$ cat src/rtl/paz_pkg.sv
`default_nettype none
// ============================================================================
// Module   : paz_pkg
// Purpose  : Shared constants, direction codes and sequencer states for the
//            2x3 sliding-puzzle move controller. Optional: PAZ_UNDO_EN.
// Revision : 1.0 - initial release
// ============================================================================
package paz_pkg;

    localparam int BOARD_W   = 26;
    localparam int CELL_W    = 3;
    localparam int NUM_CELLS = 6;
    localparam int CELLS_W   = CELL_W * NUM_CELLS;

    localparam logic [4:0] REG_BOARD = 5'd0;
    localparam logic [4:0] REG_GOAL  = 5'd1;
    localparam logic [4:0] REG_DEPTH = 5'd2;
    localparam logic [4:0] REG_COMP  = 5'd30;

    localparam logic [1:0] DIR_UP    = 2'b00;
    localparam logic [1:0] DIR_DOWN  = 2'b01;
    localparam logic [1:0] DIR_LEFT  = 2'b10;
    localparam logic [1:0] DIR_RIGHT = 2'b11;

    typedef enum logic [3:0] {
        S_IDLE = 4'd0,
        S_RD   = 4'd1,
`ifdef PAZ_UNDO_EN
        S_RD_M = 4'd2,
`endif
        S_CHK  = 4'd3,
        S_WR_B = 4'd4,
        S_WR_M = 4'd5,
        S_WR_D = 4'd6,
        S_CMP  = 4'd7,
        S_WR_C = 4'd8,
        S_FIN  = 4'd9
    } state_t;

endpackage
`default_nettype wire

$ cat src/rtl/paz_move_calc.sv
`default_nettype none
// ============================================================================
// Module   : paz_move_calc
// Purpose  : Combinational blank search, move legality and blank/target swap.
// Revision : 1.0 - initial release
// ============================================================================
module paz_move_calc
    import paz_pkg::*;
(
    input  logic [CELLS_W-1:0] board,
    input  logic [1:0]         dir,
    output logic [CELLS_W-1:0] new_board,
    output logic               legal
);

    logic [CELL_W-1:0] w_cells [NUM_CELLS];
    logic [2:0]        w_blanks;
    logic [2:0]        w_pos;
    logic [2:0]        w_tgt;
    logic [CELL_W-1:0] w_tgt_val;
    logic              w_dir_ok;

    genvar gi;
    for (gi = 0; gi < NUM_CELLS; gi++) begin : g_cell
        assign w_cells[gi] = board[gi*CELL_W +: CELL_W];
    end

    always_comb begin
        w_blanks = '0;
        w_pos    = '0;
        for (int i = 0; i < NUM_CELLS; i++) begin
            if (w_cells[i] == '0) begin
                w_blanks = w_blanks + 3'd1;
                w_pos    = i[2:0];
            end
        end
    end

    // Positions 0/3 are column 0 and 2/5 are column 2 on the 2x3 grid.
    always_comb begin
        w_dir_ok = 1'b0;
        w_tgt    = w_pos;
        case (dir)
            DIR_UP: begin
                w_dir_ok = (w_pos >= 3'd3);
                w_tgt    = w_pos - 3'd3;
            end
            DIR_DOWN: begin
                w_dir_ok = (w_pos < 3'd3);
                w_tgt    = w_pos + 3'd3;
            end
            DIR_LEFT: begin
                w_dir_ok = (w_pos != 3'd0) && (w_pos != 3'd3);
                w_tgt    = w_pos - 3'd1;
            end
            default: begin
                w_dir_ok = (w_pos != 3'd2) && (w_pos != 3'd5);
                w_tgt    = w_pos + 3'd1;
            end
        endcase
    end

    assign legal = (w_blanks == 3'd1) && w_dir_ok;

    always_comb begin
        w_tgt_val = '0;
        for (int i = 0; i < NUM_CELLS; i++) begin
            if (i[2:0] == w_tgt) begin
                w_tgt_val = w_cells[i];
            end
        end
    end

    always_comb begin
        new_board = board;
        for (int i = 0; i < NUM_CELLS; i++) begin
            if (i[2:0] == w_pos) begin
                new_board[i*CELL_W +: CELL_W] = w_tgt_val;
            end else if (i[2:0] == w_tgt) begin
                new_board[i*CELL_W +: CELL_W] = '0;
            end
        end
    end

endmodule
`default_nettype wire

$ cat src/rtl/paz_move_ctrl.sv
`default_nettype none
// ============================================================================
// Module   : paz_move_ctrl
// Purpose  : Applies one puzzle move to the solver regfile. PAZ_UNDO_EN adds
//            an undo input that reverts the most recent recorded move.
// Revision : 1.0 - initial release
// ============================================================================
module paz_move_ctrl
    import paz_pkg::*;
#(
    parameter int MAX_DEPTH = 19,
    parameter int MOVE0     = 6
) (
    input  logic               clk,
    input  logic               rst_n,
    input  logic               start,
    input  logic [1:0]         dir,
`ifdef PAZ_UNDO_EN
    input  logic               undo,
`endif
    output logic               busy,
    output logic               done,
    output logic               illegal,
    output logic               solved,
    output logic [4:0]         depth_out,
    output logic [4:0]         rf_src0,
    output logic [4:0]         rf_src1,
    output logic [4:0]         rf_dst,
    output logic               rf_we,
    output logic [BOARD_W-1:0] rf_wdata,
    input  logic [BOARD_W-1:0] rf_data0,
    input  logic [BOARD_W-1:0] rf_data1
);

    localparam logic [4:0] C_MAX_DEPTH = 5'(MAX_DEPTH);
    localparam logic [4:0] C_MOVE0     = 5'(MOVE0);

    state_t             r_state;
    logic [1:0]         r_dir;
    logic [CELLS_W-1:0] r_board;
    logic [4:0]         r_depth;

    logic               w_undo;
    logic               w_legal;
    logic               w_depth_ok;
    logic [CELLS_W-1:0] w_new_board;
    logic [4:0]         w_depth_nxt;
    logic [4:0]         w_slot;
    logic               w_unused;

`ifdef PAZ_UNDO_EN
    logic               r_undo;
    assign w_undo = r_undo;
`else
    assign w_undo = 1'b0;
`endif

    assign w_unused = &{1'b0, rf_data0[BOARD_W-1:CELLS_W], rf_data1[BOARD_W-1:CELLS_W]};

    paz_move_calc u_calc (
        .board     (r_board),
        .dir       (r_dir),
        .new_board (w_new_board),
        .legal     (w_legal)
    );

    // Undo pops the last slot, so it only needs a non-empty history.
    assign w_depth_ok  = w_undo ? (r_depth != 5'd0) : (r_depth < C_MAX_DEPTH);
    assign w_depth_nxt = w_undo ? (r_depth - 5'd1) : (r_depth + 5'd1);
    assign w_slot      = w_undo ? (C_MOVE0 + r_depth - 5'd1) : (C_MOVE0 + r_depth);

    always_ff @(posedge clk or negedge rst_n) begin
        if (!rst_n) begin
            r_state   <= S_IDLE;
            r_dir     <= '0;
            r_board   <= '0;
            r_depth   <= '0;
`ifdef PAZ_UNDO_EN
            r_undo    <= 1'b0;
`endif
            busy      <= 1'b0;
            done      <= 1'b0;
            illegal   <= 1'b0;
            solved    <= 1'b0;
            depth_out <= '0;
            rf_src0   <= '0;
            rf_src1   <= '0;
            rf_dst    <= '0;
            rf_we     <= 1'b0;
            rf_wdata  <= '0;
        end else begin
            case (r_state)
                S_IDLE: begin
                    if (start) begin
                        r_dir   <= dir;
`ifdef PAZ_UNDO_EN
                        r_undo  <= undo;
`endif
                        busy    <= 1'b1;
                        rf_src0 <= REG_BOARD;
                        rf_src1 <= REG_DEPTH;
                        r_state <= S_RD;
                    end
                end
                S_RD: begin
                    r_board <= rf_data0[CELLS_W-1:0];
                    r_depth <= rf_data1[4:0];
                    r_state <= S_CHK;
`ifdef PAZ_UNDO_EN
                    if (r_undo) begin
                        rf_src0 <= C_MOVE0 + rf_data1[4:0] - 5'd1;
                        r_state <= S_RD_M;
                    end
`endif
                end
`ifdef PAZ_UNDO_EN
                S_RD_M: begin
                    r_dir   <= rf_data0[1:0] ^ 2'b01;
                    r_state <= S_CHK;
                end
`endif
                S_CHK: begin
                    if (w_legal && w_depth_ok) begin
                        rf_dst   <= REG_BOARD;
                        rf_wdata <= {{(BOARD_W-CELLS_W){1'b0}}, w_new_board};
                        rf_we    <= 1'b1;
                        r_state  <= S_WR_B;
                    end else begin
                        done     <= 1'b1;
                        illegal  <= 1'b1;
                        r_state  <= S_FIN;
                    end
                end
                S_WR_B: begin
                    rf_dst   <= w_slot;
                    rf_wdata <= w_undo ? '0 : {24'b0, r_dir};
                    r_state  <= S_WR_M;
                end
                S_WR_M: begin
                    rf_dst   <= REG_DEPTH;
                    rf_wdata <= {21'b0, w_depth_nxt};
                    r_state  <= S_WR_D;
                end
                S_WR_D: begin
                    rf_we   <= 1'b0;
                    rf_src0 <= REG_BOARD;
                    rf_src1 <= REG_GOAL;
                    r_state <= S_CMP;
                end
                S_CMP: begin
                    rf_dst   <= REG_COMP;
                    rf_wdata <= {25'b0, (rf_data0[CELLS_W-1:0] == rf_data1[CELLS_W-1:0])};
                    rf_we    <= 1'b1;
                    r_state  <= S_WR_C;
                end
                S_WR_C: begin
                    rf_we     <= 1'b0;
                    solved    <= rf_wdata[0];
                    depth_out <= w_depth_nxt;
                    done      <= 1'b1;
                    r_state   <= S_FIN;
                end
                S_FIN: begin
                    done    <= 1'b0;
                    illegal <= 1'b0;
                    busy    <= 1'b0;
                    r_state <= S_IDLE;
                end
                default: begin
                    r_state <= S_IDLE;
                end
            endcase
        end
    end

endmodule
`default_nettype wire

$ cat config.mk
export PLATFORM = sky130hd
export DESIGN_NAME = paz_move_ctrl
export DESIGN_NICKNAME = d
export VERILOG_FILES = /design/src/rtl/paz_pkg.sv /design/src/rtl/paz_move_calc.sv /design/src/rtl/paz_move_ctrl.sv
export SDC_FILE = /design/constraint.sdc
export NUM_CORES = 1
export LEC_CHECK = 0
export CAP_MARGIN = 5
export CELL_PAD_IN_SITES_DETAIL_PLACEMENT = 1
export CELL_PAD_IN_SITES_GLOBAL_PLACEMENT = 2
export CORE_MARGIN = 3
export CORE_UTILIZATION = 30
export DETAILED_ROUTE_END_ITERATION = 10
export PLACE_DENSITY = 0.81
export SYNTH_ARGS = -nofsm -noshare
export SYNTH_HDL_FRONTEND = slang
export SYNTH_SLANG_ARGS = --single-unit
$ cat constraint.sdc
create_clock -name clk -period 5.2 [get_ports clk]
set_input_delay 1.56 -clock clk [delete_from_list [all_inputs] [get_ports clk]]
set_output_delay 1.56 -clock clk [all_outputs]
set_load 0.05 [all_outputs]
==> results of run 1 <==
## cells by family after synthesis
logic type      count (synthesis)  share of synthesized area
compound gates                115                      0.199
xor+xnor                       27                     0.0609
fa+ha+maj                      16                     0.0505
buf+inv                        46                     0.0627
flops                          64                      0.390
mux                            43                      0.118
other cells                     1                   0.000913
simple gates                   97                      0.119
## cell type report
cell class / count / share of cell area
clock buffers: 14 / 0.0520
clock inverters: 2 / 0.00238
inverters: 13 / 0.00927
multi-input cells: 314 / 0.439
flip-flops and latches: 64 / 0.304
well taps: 176 / 0.0418
repair buffers: 82 / 0.152
## metrics by stage
stage               utilization  hold WS (ps)  setup slack (ps)  instances  cell area [um^2]
finish                    0.396           475               363        665              5270
global route              0.396           517              73.4        665              5270
CTS                       0.396           483               341        665              5270
detailed placement        0.375           469               409        649              4980
global placement          0.375           459               508        649              4980
floorplan                     -           511               901        424              4170
## cells in the mapped netlist (all sizes together) (2+ instances only)
master    n  share of area
dfrtp    64           0.39
nand2    34          0.031
mux2     30          0.085
o21ai    25          0.031
buf      24          0.043
a21oi    20          0.025
a22o     17          0.036
nor2     16          0.015
xnor2    16          0.034
ha       15          0.046
inv      13          0.012
mux2i    13          0.033
nand3    13          0.016
xor2     10          0.021
clkbuf    9         0.0082
nor3      9          0.012
o2bb2ai   9          0.019
a31oi     6         0.0091
or3       6         0.0091
a211o     4         0.0085
a21o      4         0.0073
nor2b     4         0.0061
o22ai     4         0.0061
o311ai    4         0.0085
o31ai     4         0.0073
nand4     3         0.0046
nor4      3         0.0046
nor4b     3         0.0079
a22oi     2         0.0037
a2bb2oi   2         0.0043
and3      2         0.0043
nand2b    2         0.0030
o21a      2         0.0037
o22a      2         0.0043
## state kept, by name, summed over array words and instances, names as in the netlist, 2 cells and up
signal	count
r_board	18
rf_wdata	18
depth_out	5
r_depth	5
rf_dst	5
r_state	4
r_dir	2
rf_src1	2
## worst reg2reg max path: cells and delay by family, from the launching register on
kind	cells	cell delay, ps
AND/OR/NAND/NOR	8	1810
buffers and inverters	2	300
adder cells (fa/ha/maj)	4	890
AO/OA/AOI/OAI	4	800
flip-flops	1	430
XOR/XNOR	2	470
## worst max-delay path by stage
stage	from	end	slack, ps	depth (start not counted)
after floorplan	r_board[1]	rf_wdata[2]	900	20
after global placement	r_board[1]	rf_wdata[0]	510	19
after detailed placement	r_board[1]	rf_wdata[9]	410	20
after CTS	r_board[1]	rf_wdata[9]	340	20
after global routing	r_board[1]	rf_wdata[16]	70	20
final	r_board[1]	rf_wdata[9]	360	20
## layer usage
metal	GRT usage	vias up	part of all wire
li1	-	1632	-
met5	0	-	0
met4	0.0692	0	0.021
met2	0.261	90	0.46
met1	0.237	1742	0.48
met3	0.0270	16	0.041
## layout by cell type, fill, tap and decap left out, drive strengths merged, types with 6 or more instances in the layout
| master | count |
|---|---|
| clkdlybuf4s50 | 74 |
| buf | 8 |
| o2bb2ai | 9 |
| ha | 15 |
| a21oi | 20 |
| a31oi | 6 |
| dfrtp | 64 |
| nor3 | 9 |
| nand3 | 13 |
| mux2 | 30 |
| mux2i | 13 |
| xor2 | 10 |
| inv | 13 |
| xnor2 | 16 |
| o21ai | 25 |
| conb | 16 |
| nor2 | 16 |
| clkbuf | 14 |
| nand2 | 34 |
| or3 | 6 |
| a22o | 17 |
==> metrics.md, run 1 <==
| Metric | Value |
|---|---|
| CP delay by family, top | simple AND/OR/NAND/NOR gates |
| Status | complete, no violations |
| Remaining Overflow, GRT | 0 |
| RSZ-0062 raised after global routing | no |
| Crit path cell chain | or3_1, inv_1, ha_1, or4_4, nand2_1, ha_1, nand2_1, nand2_1, ha_1, nor2_1, o21ba_2, ha_1, nor4b_1, xnor2_1, xnor3_1, and4bb_2, o211a_1, o21ai_2, buf_4, a22o_1 |
| Crit Reg-Reg Endpoint | rf_wdata[9] |
| Synthesized area | approximately 4000 um^2 |
| Hold Crit Start | solved |
| Hold depth | 2 |
| Max incr delay on CP | 460 ps |
| Port bufs | 75 |
| Post-synth cell types | 60 |
| Flops & latches, synth | 64 |
| Setup Buffers After CTS | 0 |
| Pin count of the biggest net entering global routing | 34 |
| Vias in the first global route | 3571 |
| Final #Nets | 557 |
| Area of the multi-input gates | 2310 um^2 |
| Clock root cell | clkbuf_16 |
| Post-Syn Instances | 409 |
| Fillers | 1503 |
| Worst-Skew Late Latency | ~330 ps |
| FF-to-FF Start | r_board[1] |
| Slowest-stage cell, CP | or4_4 |
| Fin. Hold Viols | 0 |
| Buf/Inv on CP | 2 |
| Flop2flop setup slack | about 360 ps |
| Post-synth ARST share | 1.00 |
| DRC violations left | 0 |
| Largest fanout on the critical path | 12 |
| Clock skew | 9.35 ps |
| I/O pin count | 108 |
| Post-Syn Area per Cell | 10.0 um^2 |
| Vias/cell | 5.23 |
| Initial antenna violation count | 0 |
| Routed Antenna Nets | 0 |
| Register area | 1600 um^2 |
| Die ar. | 15100 um^2 |
| Number of inserted diodes | 0 |
| Final setup violating endpoints | 0 |
| Clock Path Buffers | 2 |
| Num CTS Buffers | 9 |
| First-pass GRT wire length | 19600 um |
| DR pass1 iterations | 4 |
| Final Max Slew Viols | 0 |
| Crit path required time | 5410 ps |
| Tot GR Track Use | 0.169 |
| CTS tree | done |
| Vias | 3480 |
| Fmax | 0.207 GHz |
| Share of layout cells above drive strength 1 | 0.131 |
| Detailed placement HPWL | around 9600 um |
| CTS clk-pin slew, worst paths | 50 ps |
| Yosys warns | 0 |
| Tmin final | 4840 ps |
| Final wirelength | 12300 um |
| Post-synth EDFFs | 0 |
| CP Capture Type | register |
| MaxCap Viol Count | 0 |
| Hold-fix buffers at CTS | 0 |
| Area delta synth->final | 28.2% |
| Final Cycle Share | 0.930 |
| Die Wd | 123 um |
| Placeable Area | 13300 um^2 |
| Sequential area share after synthesis | 0.390 |
| Synth Flop Type | dfrtp_1 |
| Worst r2r path cells | 20 |
| Worst EP arrival | 5050 ps |
| Hold Crit Endpoint | solved |
| CTS-repair resized insts | 0 |
| Initial core utilization | 0.309 |
| Setup TNS | 0 ps |
| Slew @ Worst Pin | 874 ps |
| Site row count | 42 |
| GP Congestion | 0.805 |
| CP dominant cell by count | ha_1 |
| CTS H-tree lvls | 3 |
| Hold Path Class | register to register |
| Slew margin rel. | 0.415 |
| Crit path kind | register to register |
| Startpoint Class | register |
| Wire length per cell | 18.5 um |
| DRT iter0 DRCs | 197 |
| Clock Sinks | 64 |
| Die height | 123 um |
Power of run 1 is not shown: default switching activity piles up to over one toggle a cycle in this logic, so the estimate is an artifact.
==> run 2, diff against run 1 <==
--- a/config.mk
+++ b/config.mk
@@ -8,10 +8,12 @@
 export CAP_MARGIN = 5
 export CELL_PAD_IN_SITES_DETAIL_PLACEMENT = 1
 export CELL_PAD_IN_SITES_GLOBAL_PLACEMENT = 2
+export CORE_ASPECT_RATIO = 0.7
 export CORE_MARGIN = 3
-export CORE_UTILIZATION = 30
+export CORE_UTILIZATION = 28
+export CTS_BUF_LIST = sky130_fd_sc_hd__clkbuf_2 sky130_fd_sc_hd__clkbuf_4 sky130_fd_sc_hd__clkbuf_8
 export DETAILED_ROUTE_END_ITERATION = 10
-export PLACE_DENSITY = 0.81
+export PLACE_DENSITY = 0.8
 export SYNTH_ARGS = -nofsm -noshare
 export SYNTH_HDL_FRONTEND = slang
 export SYNTH_SLANG_ARGS = --single-unit
==> constraint.sdc (replaced) <==
create_clock -name clk -period 4.2 [get_ports clk]
set_input_delay 1.26 -clock clk [delete_from_list [all_inputs] [get_ports clk]]
set_output_delay 1.26 -clock clk [all_outputs]
set_load 0.05 [all_outputs]
==> run 2 against run 1 <==
Compared with the run above:
- via count up 6.1%
- flip-flop and latch count unchanged
- setup slack worse by 590 ps
- the run now ends with negative setup slack left
- clock-buffer cell count down 3
- critical path depth up 1
- maximum frequency up 9.4%
- final area up 9.7%
- global-route usage up 0.55 points
- largest cell class unchanged
- sequential share of layout area down 2.7 points
- wire length up 12%
- hold slack better by 14 ps
==> metrics.md, run 2 (synthesis gave the netlist of run 1 again) <==
| Metric | Value |
|---|---|
| Vias in the first global route | 3844 |
| Clock Sinks | 64 |
| Hold Path Class | register to register |
| DP Worst Slack | -440 ps |
| Startpoint Class | register |
| Setup ws final | -223 ps |
| Vias/cell | 5.09 |
| Die height | 107 um |
| Clock skew | 12.0 ps |
| Routed Antenna Nets | 0 |
| Area delta synth->final | 40.6% |
| DRT iter0 DRCs | 233 |
| Status | finished, violations left |
| Slowest-stage cell, CP | or4_4 |
| Setup TNS | -3920 ps |
| Crit path kind | register to register |
| Hold-fix buffers at CTS | 0 |
| Initial core utilization | 0.291 |
| Die Wd | 151 um |
| Vias | 3691 |
| Critical path destination | rf_wdata[6] |
| Wire length per cell | 18.9 um |
| Crit path required time | 4430 ps |
| CP Capture Type | register |
| First-pass GRT wire length | 21800 um |
| Worst-Skew Late Latency | 340 ps |
| Final Cycle Share | 1.05 |
| MaxCap Viol Count | 0 |
| Num CTS Buffers | 9 |
| I/O pin count | 108 |
| Final #Nets | 605 |
| FF-to-FF Start | r_board[1] |
| Clock Path Buffers | 2 |
| CP dominant cell by count | ha_4 |
| Pin count of the biggest net entering global routing | 31 |
| Number of inserted diodes | 0 |
| Clock root cell | clkbuf_8 |
| Failing checks | negative setup slack |
| Worst EP arrival | between 4000 and 5000 ps |
| Worst r2r path cells | 21 |
| Max incr delay on CP | 440 ps |
| Detailed placement HPWL | 11000 um |
| Top Registers | r_board x18, rf_wdata x18 |
| Die ar. | between 15000 and 20000 um^2 |
| Tot GR Track Use | 0.175 |
| Largest fanout on the critical path | 6 |
| DR pass1 iterations | 4 |
| Initial antenna violation count | 0 |
| GP Congestion | 0.892 |
| DRC violations left | 0 |
| Port bufs | 75 |
| Final Max Slew Viols | 0 |
| Min Hold Slack | about 490 ps |
| Final setup violating endpoints | 24 |
| CTS H-tree lvls | 3 |
| Share of layout cells above drive strength 1 | 0.239 |
| Slew @ Worst Pin | around 720 ps |
| Fmax | 0.226 GHz |
| Site row count | 36 |
| Most common cell after layout, fill and taps aside | clkdlybuf4s50_1 |
| Slew margin rel. | 0.515 |
| Placeable Area | 14100 um^2 |
| CTS tree | done |
| Flop2flop setup slack | -220 ps |
| Most frequent cells in the layout | clkdlybuf4s50_1, dfrtp_1, buf_4, nand2_1, mux2_2 |
| Remaining Overflow, GRT | 0 |
| Final wirelength | roughly 14000 um |
| Tmin final | 4420 ps |
| CTS clk-pin slew, worst paths | 70 ps |
| Crit path cell chain | or3_4, inv_2, ha_4, or4_4, nand2_4, ha_4, nand2_2, nand2_2, ha_4, nor2_2, o21ba_4, ha_4, nor4b_4, xnor2_1, xnor3_1, and4bb_2, o211a_1, o21ai_4, buf_12, buf_16, a22o_1 |
| CP startpoint | r_board[1] |
| Fin. Hold Viols | 0 |
| Crit Reg-Reg Endpoint | rf_wdata[6] |
| RSZ-0062 raised after global routing | yes |
-- run 2: layout make-up --
cell class / instances / area [um^2]
clock buffer: 11 / 145
clock inverter: 3 / 67.6
fill: 1615 / 8370
inverter: 13 / 48.8
multi-input combinational: 314 / 2450
sequential: 64 / 1600
tap: 190 / 238
timing repair buffer: 130 / 1230
-- run 2: worst max-delay path: cells and delay by family (launching register included) --
kind | cells | cell delay, ps
XOR/XNOR | 2 | 410
flip-flops | 1 | 380
adder cells (fa/ha/maj) | 4 | 780
AO/OA/AOI/OAI | 4 | 740
AND/OR/NAND/NOR | 8 | 1630
buffers and inverters | 3 | 360
-- run 2: how the worst min path moves through the flow --
stage,from,end,slack (ps),cells after the start
global placement,solved,solved,460,2
finish,depth_out[0],depth_out[0],490,2
CTS,depth_out[4],depth_out[4],500,2
floorplan,r_board[0],r_board[0],510,1
global route,solved,solved,510,2
detailed placement,solved,solved,480,2
-- run 2: timing repair --
action                                  4_1_cts  5_1_grt
pin swaps                                     8        3
cloned                                        1        0
buffers inserted                              6        1
resized for setup                            26        2
endpoints found under the setup margin       29       29
-- run 2: routing by layer --
metal | GRT usage | share of wire | vias to the layer above | wire [um]
li1 | - | - | 1721 | -
met5 | 0 | 0 | - | 0
met2 | 0.244 | 0.41 | 104 | 5620
met3 | 0.0421 | 0.058 | 8 | 800
met4 | 0.0291 | 0.0068 | 0 | 93
met1 | 0.274 | 0.52 | 1858 | 7180
-- run 2: stage by stage --
step / area, um^2 / std cells / util
4_1_cts: 5760 / 724 / 0.407
3_5_place_dp: 5350 / 703 / 0.378
2_1_floorplan: 4190 / 424 / -
3_3_place_gp: 5350 / 703 / 0.378
6_report: 5780 / 725 / 0.409
5_1_grt: 5780 / 725 / 0.409
Power of run 2 is left out for the same reason.
==> run 3, diff against run 2 <==
--- a/config.mk
+++ b/config.mk
@@ -9,7 +9,6 @@
 export CELL_PAD_IN_SITES_DETAIL_PLACEMENT = 1
 export CELL_PAD_IN_SITES_GLOBAL_PLACEMENT = 2
 export CORE_ASPECT_RATIO = 0.7
-export CORE_MARGIN = 3
 export CORE_UTILIZATION = 28
 export CTS_BUF_LIST = sky130_fd_sc_hd__clkbuf_2 sky130_fd_sc_hd__clkbuf_4 sky130_fd_sc_hd__clkbuf_8
 export DETAILED_ROUTE_END_ITERATION = 10
==> run 3 against run 2 <==
Compared with the run above:
- the run still ends with negative setup slack left
- maximum frequency grew 0.33%
- clock-buffer cell count increased by 1
- wire length increased by 1.7%
- final cell count is 0.55% lower
==> metrics.md, run 3 (synthesis gave the netlist of run 1 again) <==
| Metric | Value |
|---|---|
| Status | finished, violations left |
| Failing checks | negative setup slack |
| Pin count of the biggest net entering global routing | 36 |
| Die height | 103 um |
| Register area | 1600 um^2 |
| Crit path required time | 4440 ps |
| Most frequent cells in the layout | clkdlybuf4s50_1, dfrtp_1, buf_4, nand2_1, mux2_2 |
| Clock Path Buffers | 2 |
| Num CTS Buffers | 9 |
| Tmin final | 4410 ps |
| Routed Antenna Nets | 0 |
| Share of layout cells above drive strength 1 | 0.239 |
| Final setup violating endpoints | 25 |
| Crit path kind | register to register |
| Largest fanout on the critical path | 12 |
| Die Wd | 147 um |
| Worst-Skew Late Latency | 360 ps |
| RSZ-0062 raised after global routing | yes |
| MaxCap Viol Count | 0 |
| CTS clk-pin slew, worst paths | 70 ps |
| Vias/cell | 5.23 |
| Initial antenna violation count | 0 |
| Fillers | ~1.6k |
| Final wirelength | 13900 um |
| Clock Sinks | 64 |
| Clock skew | 12.6 ps |
| Site row count | 36 |
| Most common cell after layout, fill and taps aside | clkdlybuf4s50_1 |
| Fmax | 0.227 GHz |
| Placeable Area | about 14000 um^2 |
| Final Core Density | 0.409 |
| Number of inserted diodes | 0 |
| Detailed placement HPWL | 11000 um |
| Hold Path Class | register to register |
| Final Cycle Share | 1.05 |
| CTS tree | done |
| Clock root cell | clkbuf_8 |
| Vias | 3770 |
| Top Registers | r_board x18, rf_wdata x18 |
| Slew @ Worst Pin | 678 ps |
| DRT iter0 DRCs | approximately 190 |
| Startpoint Class | register |
| Vias in the first global route | 3814 |
| Wire length per cell | 19.3 um |
| Remaining Overflow, GRT | 0 |
| Port bufs | 75 |
| Die ar. | 15200 um^2 |
| Area of the multi-input gates | 2460 um^2 |
| Final #Nets | ~600 |
| DRC violations left | 0 |
| Initial core utilization | 0.291 |
| DR pass1 iterations | 5 |
| GP Congestion | around 0.9 |
| Setup ws final | -209 ps |
| Final Max Slew Viols | 0 |
| CTS H-tree lvls | 3 |
| Worst EP arrival | 4650 ps |
| Fin. Hold Viols | 0 |
| Area delta synth->final | 40.2% |
| Tot GR Track Use | 0.194 |
| First-pass GRT wire length | 21900 um |
| I/O pin count | about 110 |
| CP Capture Type | register |
| Slew margin rel. | 0.544 |
==> run 3: timing repair <==
item | in CTS | in global routing
pin swaps | 3 | 5
buffers inserted | 3 | 1
cloned | 1 | 0
hold buffers | 0 | 0
gates resized for setup | 26 | 6
endpoints found under the setup margin | 29 | 29
==> run 3: stage by stage <==
stage / setup TNS (ps) / hold WS, ps / cell area (um^2) / worst slack [ps] / cells
final: -3440 / 481 / 5760 / -209 / 721
after global routing: -7730 / 516 / 5760 / -361 / 721
after CTS: -3930 / 486 / 5740 / -221 / 720
after detailed placement: -9340 / 470 / 5330 / -423 / 700
after global placement: -5850 / 464 / 5330 / -331 / 700
after floorplan: 0 / 511 / 4190 / 7.74 / 424
==> run 3: worst paths after layout <==
path                              start      endpoint  slack, ps  cells after the start
setup / recovery             r_board[1]   rf_wdata[4]       -210                     20
hold / removal             depth_out[3]  depth_out[3]        480                      2
setup reg to reg             r_board[1]   rf_wdata[4]       -210                     20
hold reg to reg            depth_out[3]  depth_out[3]        480                      2
max in group asynchronous         rst_n   r_board[13]       2680                      2
min in group asynchronous         rst_n         rf_we        770                      1
==> run 3: metal layers <==
layer	GRT usage	up-vias	routed length (um)
li1	-	1718	-
met1	0.282	1906	7060
met2	0.290	133	5820
met3	0.0404	13	886
met4	0.0529	0	155
met5	0	-	0
==> run 3: layout make-up <==
class / count / area share
Inverter: 13 / 0.00891
Clock buffer: 12 / 0.0287
Sequential cell: 64 / 0.278
Clock inverter: 4 / 0.0130
Tap cell: 190 / 0.0413
Multi-Input combinational cell: 314 / 0.427
Timing Repair Buffer: 124 / 0.203
==> run 3: critical path, cell delays in order, from the launching register on <==
cell and delay (ps):
dfrtp_1 380, or3_4 430, inv_4 70, ha_4 190, or4_4 440, nand2_4 110
ha_4 210, nand2_2 60, nand2_2 70, ha_4 270, nor2_2 40, o21ba_4 230
ha_4 120, nor4b_4 190, xnor2_1 150, xnor3_1 260, and4bb_2 340, o211a_1 200
o21ai_4 80, buf_12 160, mux2_4 300
Power of run 3 is left out for the same reason.
